**config.mk**
```make
export PLATFORM = sky130hd
export DESIGN_NAME = oam_dma_ctrl
export DESIGN_NICKNAME = d
export VERILOG_FILES = /design/src/rtl/oam_dma_ctrl.sv
export SDC_FILE = /design/constraint.sdc
export NUM_CORES = 1
export LEC_CHECK = 0
export CAP_MARGIN = 20
export CORE_UTILIZATION = 40
export DETAILED_ROUTE_END_ITERATION = 10
export DONT_BUFFER_PORTS = 1
export GPL_ROUTABILITY_DRIVEN = 1
export PLACE_DENSITY = 0.67
export SYNTH_ARGS = -nofsm -noshare
export SYNTH_HDL_FRONTEND = slang
export SYNTH_SLANG_ARGS = --single-unit
```
**constraint.sdc**
```tcl
create_clock -name c_i -period 1.5 [get_ports c_i]
set_clock_uncertainty 0.15 [all_clocks]
set_input_delay 0.225 -clock c_i [delete_from_list [all_inputs] [get_ports c_i]]
set_output_delay 0.225 -clock c_i [all_outputs]
set_load 0.01 [all_outputs]
```
**src/rtl/oam_dma_ctrl.sv**
```systemverilog
// OAM DMA sequencer: copies LEN bytes from page {src_q, 8'h00} into OAM,
// one byte per M-cycle strobe, after START_DELAY strobes of set-up time.
// While a transfer runs it owns the source bus and the OAM write port.
module oam_dma_ctrl #(
  parameter int unsigned LEN         = 160,
  parameter int unsigned START_DELAY = 1
) (
  input  logic        c_i,
  input  logic        reset_i,
  input  logic        ce_i,
  input  logic        start_i,
  input  logic [7:0]  src_hi_i,
  output logic        rd_req_o,
  output logic [15:0] rd_addr_o,
  input  logic [7:0]  rd_data_i,
  output logic        oam_we_o,
  output logic [7:0]  oam_addr_o,
  output logic [7:0]  oam_wdata_o,
  output logic        busy_o,
  output logic        cpu_bus_block_o
);

  typedef enum logic [1:0] {
    ST_IDLE  = 2'd0,
    ST_DELAY = 2'd1,
    ST_XFER  = 2'd2
  } state_e;

  // Last byte index of a transfer; LEN=256 gives 8'hFF so idx wraps to 0.
  localparam logic [7:0] LAST_IDX = 8'(LEN - 32'd1);
  // Delay count value on which the final set-up strobe lands.
  localparam logic [3:0] DLY_LAST = 4'(START_DELAY - 32'd1);

  state_e      state_q, state_d;
  logic [7:0]  src_q, src_d;
  logic [7:0]  idx_q, idx_d;
  logic [3:0]  dcnt_q, dcnt_d;
  logic        oam_we_q, oam_we_d;
  logic [7:0]  oam_addr_q, oam_addr_d;
  logic [7:0]  oam_wdata_q, oam_wdata_d;

  // Pages E0..FF mirror C0..DF (echo RAM), so the source is folded down.
  function automatic logic [7:0] fold_src(input logic [7:0] s);
    return (s >= 8'hE0) ? (s - 8'h20) : s;
  endfunction

  // Next-state logic: a start strobe overrides everything, else step on ce.
  always_comb begin
    state_d     = state_q;
    src_d       = src_q;
    idx_d       = idx_q;
    dcnt_d      = dcnt_q;
    oam_we_d    = 1'b0;
    oam_addr_d  = oam_addr_q;
    oam_wdata_d = oam_wdata_q;
    if (start_i) begin
      // A step coinciding with a (re)start is dropped on purpose.
      src_d   = fold_src(src_hi_i);
      idx_d   = 8'd0;
      dcnt_d  = 4'd0;
      state_d = (START_DELAY == 32'd0) ? ST_XFER : ST_DELAY;
    end else if (ce_i) begin
      case (state_q)
        ST_DELAY: begin
          dcnt_d = dcnt_q + 4'd1;
          if (dcnt_q == DLY_LAST) begin
            state_d = ST_XFER;
          end else begin
            state_d = ST_DELAY;
          end
        end
        ST_XFER: begin
          oam_wdata_d = rd_data_i;
          oam_addr_d  = idx_q;
          oam_we_d    = 1'b1;
          idx_d       = idx_q + 8'd1;
          if (idx_q == LAST_IDX) begin
            state_d = ST_IDLE;
          end else begin
            state_d = ST_XFER;
          end
        end
        ST_IDLE: begin
          state_d = ST_IDLE;
        end
        default: begin
          state_d = ST_IDLE;
        end
      endcase
    end else begin
      // No strobe: hold everything so a stalled transfer stays frozen.
      state_d = state_q;
    end
  end

  // State and datapath registers with synchronous reset.
  always_ff @(posedge c_i) begin
    if (reset_i) begin
      state_q     <= ST_IDLE;
      src_q       <= 8'd0;
      idx_q       <= 8'd0;
      dcnt_q      <= 4'd0;
      oam_we_q    <= 1'b0;
      oam_addr_q  <= 8'd0;
      oam_wdata_q <= 8'd0;
    end else begin
      state_q     <= state_d;
      src_q       <= src_d;
      idx_q       <= idx_d;
      dcnt_q      <= dcnt_d;
      oam_we_q    <= oam_we_d;
      oam_addr_q  <= oam_addr_d;
      oam_wdata_q <= oam_wdata_d;
    end
  end

  // Bus and status outputs decoded from registered state only.
  always_comb begin
    rd_req_o        = (state_q == ST_XFER);
    rd_addr_o       = {src_q, idx_q};
    busy_o          = (state_q != ST_IDLE) | oam_we_q;
    cpu_bus_block_o = (state_q == ST_XFER) | oam_we_q;
  end

  assign oam_we_o    = oam_we_q;
  assign oam_addr_o  = oam_addr_q;
  assign oam_wdata_o = oam_wdata_q;

endmodule

```
# Yosys cells after proc, flatten, opt, wreduce, memory -nomap -nowiden
# Index checks and enable logic that the tools add are counted.
[totals]
ff_bits = 39
latchBits = 0
ram_bits = 0
romBits = 0
inputBits = 20
out_inout_bits = 36
memories = 0
[op_classes]
n_addsub = 3
mul = 0
div = 0
order_cmp = 1
n_eq_ne = 3
shifts = 0
muxes = 7
bitwise = 4
n_reduce_logical = 8
[ops]
columns = ["cell", "n"]
rows = [
  ["adder 8 x 1 -> 8 bit (second input constant)", 1],
  ["equality test 8 bit (second input constant)", 1],
  ["greater-or-equal comparator 8 bit (second input constant)", 1],
  ["two-way mux 8 bit", 1],
  ["subtractor 8 x 6 -> 8 bit (second input constant)", 1],
  ["adder 4 x 1 -> 4 bit (second input constant)", 1],
  ["logical NOT 4 bit", 1],
  ["two-way mux 2 bit", 2],
  ["case mux 2 bit (2 select lines)", 1],
  ["AND reduction 2 bit", 2],
  ["nonzero test 2 bit", 2],
  ["two-way mux 1 bit", 3],
  ["AND reduction 3 bit", 1],
  ["OR reduction 3 bit", 1],
  ["equality test 2 x 1 -> 1 bit (second input constant)", 1],
  ["equality test 2 bit (second input constant)", 1],
  ["inverter 1 bit", 2],
  ["bitwise OR 1 bit", 2],
  ["OR reduction 2 bit", 1],
]

# Logic depth before layout (Yosys ltp)
[depth]
ltp_word = 5
mapped_depth = 8
ltp_nobuf = 5

# Worst setup path before layout
# Ideal clock, no wire load.
[synth_timing]
path_type = "register -> register"
startpoint = "register state_q[0]"
endpoint = "register idx_q[7]"
setup_time_ns = 0.070
t_arrival_ns = 1.465
slack_ns = -0.185
path_stages_with_launch = 7
path_buffers = 1
period_less_slack_ns = 1.685
path_cell_list = "dfxtp_1 inv_1 ha_1 buf_4 nand4_4 or4_1 a21oi_1"
[synth_between]
elab_chain_cells = 2
[synth_rtl]
columns = ["element", "line_no", "rtl"]
rows = [
  ["start: declaration", "34", "state_e state_q, state_d;"],
  ["start signal: assignment", "107", "state_q <= state_d;"],
  ["equality test 2 bit", "--", ""],
  ["net rd_req_o", "13", "output logic rd_req_o,"],
  ["AND reduction 2 bit (no source line)", "--", ""],
  ["end signal: assignment", "109", "idx_q <= idx_d;"],
  ["end: declaration", "36", "logic [7:0] idx_q, idx_d;"],
]
# The timed path passes the listed nets, and every way through them passes these cells.
# A chain may end at the register's enable or synchronous reset.

# Worst setup path after layout
[layout_timing]
startpoint = "register state_q[0]"
endpoint = "output port cpu_bus_block_o"
[layout_between]
elab_chain_cells = 2
[layout_rtl]
columns = ["element", "line_no", "rtl"]
rows = [
  ["equality test 2 bit", "122", "cpu_bus_block_o = (state_q == ST_XFER) | oam_we_q;"],
  ["bitwise OR 1 bit", "122", ""],
  ["end: declaration", "20", "output logic cpu_bus_block_o"],
]
# No other way between the ends.

==> qor.yml <==
numCtsBuffers: 5
maxSlewHeadroom_pct: 34.9
grt_use_met2_pct: 32.7
grt.met1_usage_pct: 21.1
worst-path-buf-inv: 2
grt_max_degree: 25
ff2ff_path_depth: 6
top_usage_layer: "met2"
die_x_um: 66.0
drt-pass1-iter-count: 4
netlist_area_um2: 1640
ys_types: 33
ant_nets: 0
wl_per_cell_um: 14.2
yosys.area.top_type: "dfxtp_1"
hold_end: "idx_q[1]"
synthTopCellsByCount: "dfxtp_1 (39), nand2_1 (38), a21oi_1 (27)"
first_global_vias: 1436
period_share_pct: 104
cp_max_fo: 2
antenna_found_initial: 0
synth_seq_cells: 39
min_path_type: "in2reg"
die_area_um2: 4360
synth.top_cell.area_share_pct: 47.6
rows: 22
vias: 1422
synth-async-reset-ratio_pct: 0
hold_ws_ns: -0.0000292
die_y_um: 66.0
min_path_cells: 3
dp_cells: 243
avgSynthCellArea_um2: 8.63
timing_worst_setup_path_type: "reg2out"
root_buffer: "clkbuf_8"
clkTransAtPathRegs_ns: 0.08
final_util_pct: 57.1
cp_cell_sequence: "inv_2 > ha_4 > buf_6 > or2_4"
critical-path-top-delay-family: "flip-flops"
max_stage_delay_ns: 0.34
tritoncts: "built"
synth.area.top_cells: "dfxtp_1 (48%), nand2_1 (8.7%), a21oi_1 (8.2%)"
finalNonFillerCells: 273
yosys.cell_count.top_type: "dfxtp_1"
arrival_ns: 1.19
worstReg2RegEnd: "idx_q[7]"
synth-edff-count: 0
wirelength_um: 3870
setup_viol: 2
grt_pass1_wl_um: 6250
reg2reg_from: "state_q[0]"
insertedDiodeCount: 0
power.static_leakage_nw: 0.796
h-tree-depth: 2
hp-start: "ce_i"
ys_warn_count: 0
worst_slack_ns: -0.0637
power_w: 0.00193
peakVddDrop_mv: 0.609
boundaryPins: 56
remaining_drc_errors: 0
tightest_slew_ns: 0.977
outcome: "finished, violations left"
violations: "negative hold slack, negative setup slack"
drv_cap: 0
fin_crit_ns: 1.56
clock_path_buffers: 2
worst_path_max_delay_cell: "dfxtp_2"
drtIter0Drc: 89
startpoint_type: "flop"
core_um2: 3800
endpoint_kind: "output port"
fmax_mhz: 640
syn_nets: 217
place.port_buffers: 0
yosysSeqAreaShare_pct: 47.6
rsz0062_at_grt: "true"
initial_core_util_pct: 43.2
nNetsFinal: 252
grtUsageTotal_pct: 19.3
drv_slew: 0
syn-instance-count: 190
drive_gt1_share_pct: 22.2
clock-sinks: 39
synth_flop_cell: "dfxtp_1"
required_ns: 1.12
p_per_area_nw_per_um2: 891
ff2ff_setup_slack_ns: -0.03
dp_hpwl_um: 2400
use_met3_pct: 6.03
nFillCells: 348
grt-ovfl-total: 0
area_delta_synth_final_pct: 32.3
setup_tns_ns: -0.0982
finalHoldViolCount: 1
gp_congestion: 0.774
vias_per_cell: 5.21
clk-insertion-delay-late_ns: 0.30
-- where the power goes --
group          total, W  switching, W  internal, W
Sequential      0.00107     0.0000168      0.00105
Clock          0.000730      0.000370     0.000361
Combinational  0.000135     0.0000594    0.0000759
-- worst max path at each step --
stage,start,end,slack (ns),cells after the start
after floorplan,state_q[0],oam_addr_o[0],0.002,8
after global placement,state_q[0],idx_q[7],0.06,5
after detailed placement,state_q[0],idx_q[7],-0.003,5
after CTS,state_q[0],cpu_bus_block_o,-0.07,4
after global routing,state_q[0],cpu_bus_block_o,-0.09,4
final,state_q[0],cpu_bus_block_o,-0.06,4
-- cells in the final DEF (no fill, tap or decap), types with 5 or more instances in the layout --
| cell type | Yosys | routed |
|---|---|---|
| nor2_1 | 10 | 10 |
| clkbuf_8 | 0 | 6 |
| mux2i_1 | 5 | 5 |
| dlygate4sd3_1 | 0 | 19 |
| ha_1 | 7 | 5 |
| nand2_1 | 38 | 37 |
| buf_4 | 3 | 15 |
| nand3_1 | 10 | 9 |
| inv_1 | 7 | 6 |
| dfxtp_1 | 39 | 37 |
| a21oi_2 | 0 | 7 |
| a21oi_1 | 27 | 20 |
-- logic make-up (layout without fill, tap and decap cells) --
logic type	Yosys count	in the layout	share of synthesized area [%]
and+or+nand+nor	81	81	24.9
DFF	39	39	47.6
AOI/OAI and AO/OA	37	37	12.2
buffers and inverters	17	52	4.81
adders and majority gates	7	7	5.34
muxes	5	5	3.05
xor gates and xnor gates	4	4	2.14
-- state kept, by name, indices dropped and copies added, names as in the netlist --
signal	flops
idx_q	8
oam_we_o	1
dcnt_q	4
state_q	2
src_q	8
oam_wdata_o	8
oam_addr_o	8
-- area by class of cell --
| class | instances | area [um^2] | share of cell area, % |
|---|---|---|---|
| Tap cell | 48 | 60.1 | 2.77 |
| Inverter | 7 | 26.3 | 1.21 |
| Multi-Input combinational cell | 134 | 855 | 39.4 |
| Clock inverter | 1 | 5.00 | 0.231 |
| Clock buffer | 6 | 82.6 | 3.81 |
| Sequential cell | 39 | 783 | 36.1 |
| Timing Repair Buffer | 38 | 358 | 16.5 |
-- repair_timing --
item                                    CTS  global route
endpoints found under the hold margin    29             3
endpoints found under the setup margin    3            30
gates resized for setup                   7            15
buffers inserted                          3             1
hold buffers                             22             1
pin swaps                                 2             4
-- routing by layer --
layer,up-vias,routed length (um)
met5,-,0
met3,7,324
met1,657,1620
met2,50,1870
li1,708,-
met4,0,58
-- per-stage QoR --
stage	instance area [um^2]	setup WS [ns]
after global routing	2170	-0.0934
after global placement	1800	0.0596
final	2170	-0.0637
after detailed placement	1800	-0.00322
after CTS	2150	-0.0716
after floorplan	1660	0.00205
-- worst reg2reg max path, stage by stage, from the launching register on --
cell,delay (ns)
dfxtp_2,0.33
inv_2,0.07
ha_4,0.14
buf_6,0.12
nand4_4,0.10
or4_4,0.44
a21oi_2,0.14
(Power assumes the default switching activity.)
